[src/rtl/sha_sched_stream.sv]
// Flow-controlled SHA-2 message schedule expander: 16 words in, W[0..ROUNDS-1] out.
// Optional macro SHA_SCHED_ROUND_IDX_EN adds the w_idx round-index output port.
module sha_sched_stream #(
    parameter int WORD_W = 32,
    parameter int ROUNDS = 64,
    parameter int CNT_W  = 7
) (
    input  logic              clk,
    input  logic              rst,
    input  logic              m_valid,
    output logic              m_ready,
    input  logic [WORD_W-1:0] m_data,
    output logic              w_valid,
    input  logic              w_ready,
    output logic [WORD_W-1:0] w_data,
    output logic              w_last,
`ifdef SHA_SCHED_ROUND_IDX_EN
    output logic [CNT_W-1:0]  w_idx,
`endif
    output logic              busy
);

    generate
        if ((WORD_W != 32) && (WORD_W != 64)) begin : g_bad_word_w
            $error("sha_sched_stream: WORD_W must be 32 or 64");
        end
        if (ROUNDS < 16) begin : g_bad_rounds
            $error("sha_sched_stream: ROUNDS must be at least 16");
        end
        if ((2 ** CNT_W) <= ROUNDS) begin : g_bad_cnt_w
            $error("sha_sched_stream: CNT_W too narrow for ROUNDS");
        end
    endgenerate

    function automatic logic [WORD_W-1:0] rotr(input logic [WORD_W-1:0] x, input int n);
        return (x >> n) | (x << (WORD_W - n));
    endfunction

    function automatic logic [WORD_W-1:0] sigma0(input logic [WORD_W-1:0] x);
        if (WORD_W == 32) return rotr(x, 7) ^ rotr(x, 18) ^ (x >> 3);
        else              return rotr(x, 1) ^ rotr(x, 8) ^ (x >> 7);
    endfunction

    function automatic logic [WORD_W-1:0] sigma1(input logic [WORD_W-1:0] x);
        if (WORD_W == 32) return rotr(x, 17) ^ rotr(x, 19) ^ (x >> 10);
        else              return rotr(x, 19) ^ rotr(x, 61) ^ (x >> 6);
    endfunction

    typedef enum logic [1:0] {LOAD, EXPAND, DRAIN} state_t;

    state_t            state;
    state_t            state_nxt;
    logic [CNT_W-1:0]  t;
    logic [WORD_W-1:0] win [16];   // win[15] = W[t-1] ... win[0] = W[t-16]
    logic              slot_free;
    logic              in_xfer;
    logic              out_xfer;
    logic              load;
    logic              is_last_t;
    logic [WORD_W-1:0] exp_word;
    logic [WORD_W-1:0] new_word;

    assign slot_free = !w_valid || w_ready;
    assign out_xfer  = w_valid && w_ready;
    assign in_xfer   = m_valid && m_ready;
    assign is_last_t = (t == CNT_W'(ROUNDS - 1));
    assign exp_word  = sigma1(win[14]) + win[9] + sigma0(win[1]) + win[0];
    assign load      = (state == LOAD) ? in_xfer : ((state == EXPAND) && slot_free);
    assign new_word  = (state == LOAD) ? m_data : exp_word;

    always_ff @(posedge clk) begin
        if (rst) state <= LOAD;
        else     state <= state_nxt;
    end

    always_comb begin
        state_nxt = state;
        case (state)
            LOAD: begin
                if (in_xfer) begin
                    if (is_last_t)              state_nxt = DRAIN;
                    else if (t == CNT_W'(15))   state_nxt = EXPAND;
                end
            end
            EXPAND:  if (slot_free && is_last_t) state_nxt = DRAIN;
            DRAIN:   if (out_xfer) state_nxt = LOAD;
            default: state_nxt = LOAD;
        endcase
    end

    always_comb begin
        m_ready = (state == LOAD) && slot_free;
    end

    // Output register stage: counter stays parked on ROUNDS-1 until the drain handshake.
    always_ff @(posedge clk) begin
        if (rst) begin
            t       <= '0;
            w_valid <= 1'b0;
            w_data  <= '0;
            busy    <= 1'b0;
        end else begin
            if (load) begin
                w_data  <= new_word;
                w_valid <= 1'b1;
                t       <= is_last_t ? t : t + CNT_W'(1);
            end else if (out_xfer) begin
                w_valid <= 1'b0;
                if (state == DRAIN) t <= '0;
            end
            if (in_xfer)
                busy <= 1'b1;
            else if ((state == DRAIN) && out_xfer)
                busy <= 1'b0;
        end
    end

    always_ff @(posedge clk) begin
        if (load) begin
            for (int i = 0; i < 15; i++) win[i] <= win[i+1];
            win[15] <= new_word;
        end
    end

`ifdef SHA_SCHED_ROUND_IDX_EN
    always_ff @(posedge clk) begin
        if (rst)       w_idx <= '0;
        else if (load) w_idx <= t;
    end

    assign w_last = w_valid && (w_idx == CNT_W'(ROUNDS - 1));
`else
    logic last_q;

    always_ff @(posedge clk) begin
        if (rst)           last_q <= 1'b0;
        else if (load)     last_q <= is_last_t;
        else if (out_xfer) last_q <= 1'b0;
    end

    assign w_last = w_valid && last_q;
`endif

endmodule
[config.mk]
export PLATFORM = sky130hd
export DESIGN_NAME = sha_sched_stream
export DESIGN_NICKNAME = d
export VERILOG_FILES = /design/src/rtl/sha_sched_stream.sv
export SDC_FILE = /design/constraint.sdc
export NUM_CORES = 1
export LEC_CHECK = 0
export CAP_MARGIN = 25
export CORE_ASPECT_RATIO = 1.2
export CORE_MARGIN = 1
export CORE_UTILIZATION = 61
export CTS_CLUSTER_SIZE = 12
export DETAILED_ROUTE_END_ITERATION = 12
export PLACE_DENSITY = 0.88
export SYNTH_ARGS = -nofsm -noshare
export SYNTH_HDL_FRONTEND = slang
export SYNTH_SLANG_ARGS = --single-unit
export TNS_END_PERCENT = 10
[constraint.sdc]
create_clock -name clk -period 28.1 [get_ports clk]
set_input_delay 5.62 -clock clk [delete_from_list [all_inputs] [get_ports clk]]
set_output_delay 5.62 -clock clk [all_outputs]
set_load 0.01 [all_outputs]
# Word level (Yosys, flattened, before mapping)
# Memory sizes are Yosys's and may differ from the RTL's.
# Index checks and enable logic that the tools add are counted.
[word_totals] in_bits=36 memories=1 ram_bits=512 register_bits=44 output_inout_bits=36 elab_cells=62
[classes] n_bitwise=8 mux=19 n_addsub=4 n_eq_ne=9 reduce_logical=15
[mem_list] name="win" words=16 width=32 rd=16 rd_clocked_by_memory_dff=0 wr=16 line="54" text="logic [WORD_W-1:0] win [16];"
[ops] op="adder 32 bit" n=3
[ops] op="bitwise XOR 32 bit" n=2
[ops] op="2-to-1 mux 32 bit" n=1
[ops] op="bitwise OR 13 x 32 -> 32 bit" n=1
[ops] op="bitwise OR 14 x 32 -> 32 bit" n=1
[ops] op="bitwise OR 15 x 32 -> 32 bit" n=1
[ops] op="bitwise OR 25 x 32 -> 32 bit" n=1
[ops] op="bitwise XOR 32 x 22 -> 32 bit" n=1
[ops] op="bitwise XOR 32 x 29 -> 32 bit" n=1
[ops] op="2-to-1 mux 7 bit" n=4
[ops] op="2-to-1 mux 2 bit" n=5
[ops] op="2-to-1 mux 1 bit" n=8
[ops] op="adder 7 x 1 -> 7 bit (second input constant)" n=1
[ops] op="equality test 7 x 4 -> 1 bit (second input constant)" n=1
[ops] op="equality test 7 x 6 -> 1 bit (second input constant)" n=1
[ops] op="logical AND 1 bit" n=7
[ops] op="!= test 2 bit (second input constant)" n=3
[ops] op="one-hot mux 2 bit (3 select lines)" n=1
[ops] op="nonzero test 2 bit" n=3
[ops] op="AND reduction 4 bit" n=1
[ops] op="!= test 3 x 2 -> 1 bit (second input constant)" n=1
[ops] op="AND reduction 3 bit" n=1
[ops] op="equality test 2 x 1 -> 1 bit (second input constant)" n=1
[ops] op="equality test 2 bit (second input constant)" n=1
[ops] op="4 further kinds" n=4

# Depth between registers and ports, before layout
# Gate-level depths: netlist of run 1.
# An unclocked memory read counts as a cell.
[depth] word_depth=8 ltp_mapped=17 mapped_depth_nobuf=17

# Least setup slack after synthesis of run 1
# Ideal clock, no wire load.
[synth_path] kind="input to register" startpoint="input port w_ready" endpoint="memory win[0][0] (enable)" path_stages=5 setup_ns=1.076 required_time_ns=27.024 slack_ns=6.756 arrival_ns=20.268 path_cell_list="nor2b_1 or3_1 clkbuf_1 inv_1 clkbuf_1"
[synth_lines] item="start: declaration" line="14" text="input logic w_ready,"
[synth_lines] item="end: declaration" line="54"

# Final worst setup path of run 1
[layout_path] startpoint="input port w_ready" endpoint="output port m_ready"
[layout_via] elab_chain_len=2
[layout_lines] item="logical OR 1 bit" line="63" text="assign slot_free = !w_valid || w_ready;"
[layout_lines] item="logical AND 1 bit" line="92" text="m_ready = (state == LOAD) && slot_free;"
[layout_lines] item="end: declaration" line="11" text="output logic m_ready,"
# Every way passes these cells.

==> impl_metrics.toml, run 1 <==
[global_route]
grt_overflow_total = 0
grt_pass1_wl_um = 72000
grtUsageTotal_pct = 27.0
grt_max_degree = 110
grt_pass1_vias = 11900
antenna_found_initial = 1

[sta]
skew_ns = 0.0184
relSlewSlack_pct = 34.8
min_period_ns = 12.57
setup_tns_ns = 0
fin_crit_sh_pct = 44.7
final-hold-violation-count = 0
setup_viol = 0
slew_violations = 0
worstMarginPinSlew_ns = 0.975
fmax_mhz = 79.6
grt_setup_unrepaired = "no"

[yosys]
yosysTopAreaCell = "edfxtp_1"
synth_fp_nets = 1472
synth.avg_cell_area_um2 = 16.4
ys_ff_latch = 556
syn_area_mm2 = 0.0220
synth-seq-area-share_pct = 73.9
yosys.cell_types.count = 73
synth.top_cell.area_share_pct = 69.9
synth_edf_count = 512
async_reset_ff_share_pct = 0
synthTopCellsByCount = "512 x edfxtp_1, 146 x inv_1, 118 x xnor2_1"
synth_most_common_cell = "edfxtp_1"
postSynthCellCount = 1342
ys_warn_count = 0
ys.flop_type = "edfxtp_1"
synth_area_leaders = "edfxtp_1 70%, fa_1 5.6%, xnor2_1 4.7%"

[clock_network]
postCtsHoldBufs = 0
cts.htree.levels = 2
post_cts_buffers = 0
clk_pin_slew_ns = 0.07
cts_buffers = 54
clkSinkCount = 556
cts_resized = 0
cts_root_buffer = "clkbuf_16"
clk_latency_ns = 0.58
cts_tree = "done"
clockBufferDepth = 3

[drt]
drtIter0Drc = 1533
postRouteAntennaNets = 0
postRouteWirelength_um = 48300
drc = 0
vias_per_cell = 6.00
routedWlPerCell_um = 24.7
num_vias = 11700
drt-pass1-iter-count = 6

[worst_hold_path]
hold_start = "win[3][114]$_DFFE_PP_"
hold_path_class = "flip-flop to flip-flop"
holdPathEnd = "win[3][82]$_DFFE_PP_"
hold_depth = 0

[floorplanning]
die_area_mm2 = 0.0368
core_area_mm2 = 0.0352
std_cell_rows = 75
start_util_pct = 62.5
die_y_um = 210
chipWidth_um = 175
ios = 72

[worst_setup_path]
slowest_delay_ns = 0.51
cp.required_ns = 22.48
cp-end-kind = "primary output"
worst_setup_path_start_kind = "primary input"
reg2reg_setup_slack_ns = 22.88
cp_max_fo = 4
crit_type = "primary input to primary output"
crit_slowest_cell = "clkdlybuf4s50_1"
critical_path_arrival_ns = 6.95
cp_cell_sequence = "clkdlybuf4s50_1 -> nor2b_1 -> nor2_1 -> clkdlybuf4s50_1"
crit_family = "buffers and inverters"
r2r-start = "win[3][84]$_DFFE_PP_"
cp_num_buf_inv = 2
path_common_cell = "clkdlybuf4s50_1"
r2r_cells = 17
timing.rr.end = "win[3][127]$_DFFE_PP_"

[cells_and_area]
area_growth_pct = 12.9
diodes = 0
drive_above_1_share_pct = 6.52
final_core_util_pct = 70.5
nFillCells = 2015
nNetsFinal = 1585

[power_and_ir_drop]
ir_drop_mv = 0.0726
power.density_mw_per_mm2 = 91.1
leakage_uw = 0.00908

[placed_design]
hpwlAfterDp_um = 30600
io_buffers = 71
routabilityCongestion = 0.913

[run]
cap_violations = 0

[outcome]
status = "finished clean"
## final cells by class
| cell class | count | area, um^2 | area share [%] |
|---|---|---|---|
| clock buffers | 80 | 1470 | 5.92 |
| clock inverters | 9 | 66.3 | 0.267 |
| inverters | 146 | 556 | 2.24 |
| multi-input cells | 615 | 5030 | 20.3 |
| flip-flops and latches | 556 | 16300 | 65.5 |
| well taps | 462 | 578 | 2.33 |
| repair buffers | 82 | 866 | 3.49 |
## per-layer routing
layer,global-route usage (%),vias to the layer above,wire [um]
met4,17.2,2,3590
met3,5.47,225,4400
met2,43.1,773,22400
met1,34.2,5696,17900
met5,0,-,8
li1,-,4998,-
## through the flow
stage,hold WS (ns),worst slack [ns],power [uW],instances,cell area (um^2)
after floorplan,0.400,6.76,1450,1342,22000
after detailed placement,0.405,15.56,1580,1859,23200
after global placement,0.400,15.59,1560,1857,23200
after global routing,0.414,15.50,2350,1950,24800
after CTS,0.410,15.55,2250,1948,24800
final,0.408,15.53,2260,1950,24800
## worst max-delay path by stage
| stage | end | slack (ns) | from | depth (start not counted) |
|---|---|---|---|---|
| floorplan | win[0][0]$_DFFE_PP_ | 6.76 | w_ready | 5 |
| global placement | m_ready | 15.59 | w_ready | 4 |
| detailed placement | m_ready | 15.56 | w_ready | 4 |
| CTS | m_ready | 15.55 | w_ready | 4 |
| global route | m_ready | 15.50 | w_ready | 4 |
| finish | m_ready | 15.53 | w_ready | 4 |
## logic make-up (layout without fill, tap and decap cells)
group           after synthesis  after routing  synth area share, %
compound gates              163            163                 4.86
xor+xnor                    137            137                 5.46
fa+ha+maj                    94             94                 7.47
buf+inv                     171            317                 3.19
flops                       556            556                 73.9
mux                          10             10                0.484
simple gates                211            211                 4.60
## cells in the final DEF, fill, tap and decap left out, types with 5 or more instances in the layout
cell type,n
nand3_1,13
and3_1,5
a211oi_1,5
nand4_1,7
inv_1,145
nor2_1,65
edfxtp_1,512
a21oi_1,42
xnor2_1,118
mux2i_1,8
o21ai_0,38
and2_1,9
a21o_1,13
ha_1,32
nand2b_1,5
dfxtp_1,44
clkbuf_1,24
or3_1,6
a31oi_1,11
buf_4,7
nand2_1,56
xor2_1,19
o21ba_2,5
clkbuf_16,54
clkdlybuf4s50_1,71
nor3_1,20
fa_1,62
## registers in the layout, summed over array words and instances, names as in the netlist
name and flops:
busy 1, last_q 1, state 2, t 7
w_data 32, w_valid 1, win 512
## worst reg2reg max path, stage by stage (launching register included)
cell      delay [ns]
edfxtp_1        0.55
xnor2_1         0.22
xnor2_1         0.45
fa_1            0.52
inv_1           0.10
fa_1            0.43
inv_1           0.08
ha_1            0.23
inv_1           0.09
fa_1            0.40
nor2b_1         0.28
o2111a_1        0.28
o211ai_1        0.18
and3_1          0.27
o31a_1          0.29
mux2_1          0.31
nor2_1          0.21
inv_1           0.06
## where the power goes
part	internal, uW	switching (uW)	total (uW)
logic	225	383	608
registers	968	35.8	1000
clock network	359	290	650
total	1550	709	2260
Power figures use the tool's default switching activity.
==> inputs of run 2 (changes only) <==
CORE_UTILIZATION = 55   (was 61)
PLACE_DENSITY = 0.85   (was 0.88)
clock period = 10.6 ns   (was 28.1 ns; I/O delays follow)
==> run 2 against run 1 <==
  * Sequential cell count is the same
  * Clock power grew to 2.6 times the previous value
  * Routed wire length shrank 12%
  * Register-to-register slack lost 17 ns
  * Highest routed layer is now met4
==> impl_metrics.toml, run 2 (same netlist as run 1, synthesis figures left out) <==
[worst_setup_path]
critical_path_arrival_ns = 3.51
r2r-start = "win[0][52]$_DFFE_PP_"
timing.rr.end = "win[3][124]$_DFFE_PP_"
cp-end-kind = "primary output"
cp_max_fo = 4
worst_setup_path_start_kind = "primary input"
cp.required_ns = 8.48
crit_start = "w_ready"
reg2reg_setup_slack_ns = 5.74
r2r_cells = 15
cp-endpoint = "m_ready"
crit_type = "primary input to primary output"

[run]
cap_violations = 0

[sta]
worstMarginPinSlew_ns = 1.14
skew_ns = 0.0173
setup_tns_ns = 0
slew_violations = 0
relSlewSlack_pct = 24.0
fin_crit_sh_pct = 53.1
grt_setup_unrepaired = "no"
min_period_ns = 5.63
fin_hold_ws_ns = 0.413
setup_viol = 0
fmax_mhz = 178
final-hold-violation-count = 0

[clock_network]
clkSinkCount = 556
postCtsHoldBufs = 0
clockBufferDepth = 3
cts_root_buffer = "clkbuf_16"
clk_latency_ns = 0.57
clk_pin_slew_ns = 0.06
cts.htree.levels = 2
cts_resized = 0
cts_tree = "done"
cts_buffers = 53
post_cts_buffers = 0

[cells_and_area]
largest_reg_flops = 512
layout_common_cells = "512 x edfxtp_1, 145 x inv_1, 118 x xnor2_1, 71 x clkdlybuf4s50_1, 65 x nor2_1"
diodes = 0
drive_above_1_share_pct = 5.63
area_growth_pct = 12.5
largest-register = "win"
layout_commonest_cell = "edfxtp_1"
top_regs = "win: 512 flops, w_data: 32 flops, t: 7 flops"
nNetsFinal = 1576

[floorplanning]
std_cell_rows = 79
die_y_um = 221
chipWidth_um = 185
die_area_mm2 = 0.0408
ios = 72
start_util_pct = 56.3
core_area_mm2 = 0.0390

[global_route]
grtUsageTotal_pct = 21.7
grt_pass1_wl_um = 65200
grt_overflow_total = 0
grt_max_degree = 224
grt_pass1_vias = 10800
antenna_found_initial = 0

[placed_design]
routabilityCongestion = 0.931
io_buffers = 71
hpwlAfterDp_um = 28600

[drt]
drc = 0
drt-pass1-iter-count = 7
vias_per_cell = 5.49
postRouteAntennaNets = 0
routedWlPerCell_um = 21.3
num_vias = 11000
postRouteWirelength_um = 42700
drtIter0Drc = 1345

[worst_hold_path]
hold_path_class = "flip-flop to flip-flop"

[power_and_ir_drop]
leakage_uw = 0.00900
ir_drop_mv = 0.162
power.density_mw_per_mm2 = 237

[outcome]
status = "finished clean"
[run 2: how the worst min path moves through the flow]
stage                               startpoint                    end  slack, ns  depth (start not counted)
after detailed placement  win[1][17]$_DFFE_PP_  win[0][113]$_DFFE_PP_       0.40                          0
after global placement    win[2][65]$_DFFE_PP_   win[2][33]$_DFFE_PP_       0.40                          0
after CTS                 win[1][39]$_DFFE_PP_    win[1][7]$_DFFE_PP_       0.41                          0
after global routing      win[1][25]$_DFFE_PP_  win[0][121]$_DFFE_PP_       0.42                          0
after floorplan            win[1][4]$_DFFE_PP_  win[0][100]$_DFFE_PP_       0.40                          0
final                     win[1][39]$_DFFE_PP_    win[1][7]$_DFFE_PP_       0.41                          0
[run 2: critical path, stage by stage]
cell and delay, ns:
clkdlybuf4s50_1 0.52, nor2b_1 0.10, nor2_1 0.19, clkdlybuf4s50_1 0.59
[run 2: final cells by class]
class | count | area, um^2
sequential | 556 | 16300
fill | 2669 | 14300
multi-input combinational | 615 | 5030
clock buffer | 78 | 1430
timing repair buffer | 74 | 758
tap | 526 | 658
inverter | 146 | 556
clock inverter | 4 | 42.5
[run 2: per-stage QoR]
step | setup slack [ns] | instance area [um^2] | util (%) | cells | power [uW]
final | 4.97 | 24700 | 63.3 | 1999 | 5860
after floorplan | 0.607 | 22000 | - | 1342 | 3800
after CTS | 4.99 | 24700 | 63.3 | 1999 | 5860
after detailed placement | 5.01 | 23300 | 59.6 | 1917 | 4180
after global placement | 5.08 | 23300 | 59.6 | 1917 | 4130
after global routing | 4.91 | 24700 | 63.3 | 1999 | 6140
[run 2: per-layer routing]
metal  vias to the layer above  track usage [%]  wire, um
met4                         0             6.72      1280
met3                        83             3.60      2570
met2                       431             35.1     20800
met5                         -                0         0
met1                      5477             30.4     18000
li1                       4977                -         -
[run 2: power by group]
| part | switching [uW] | total [uW] | leakage (uW) | internal [uW] |
|---|---|---|---|---|
| clock network | 732 | 1680 | 0.000710 | 944 |
| registers | 85.5 | 2650 | 0.00532 | 2570 |
| logic | 941 | 1530 | 0.00297 | 589 |
| total | 1760 | 5860 | 0.00900 | 4100 |
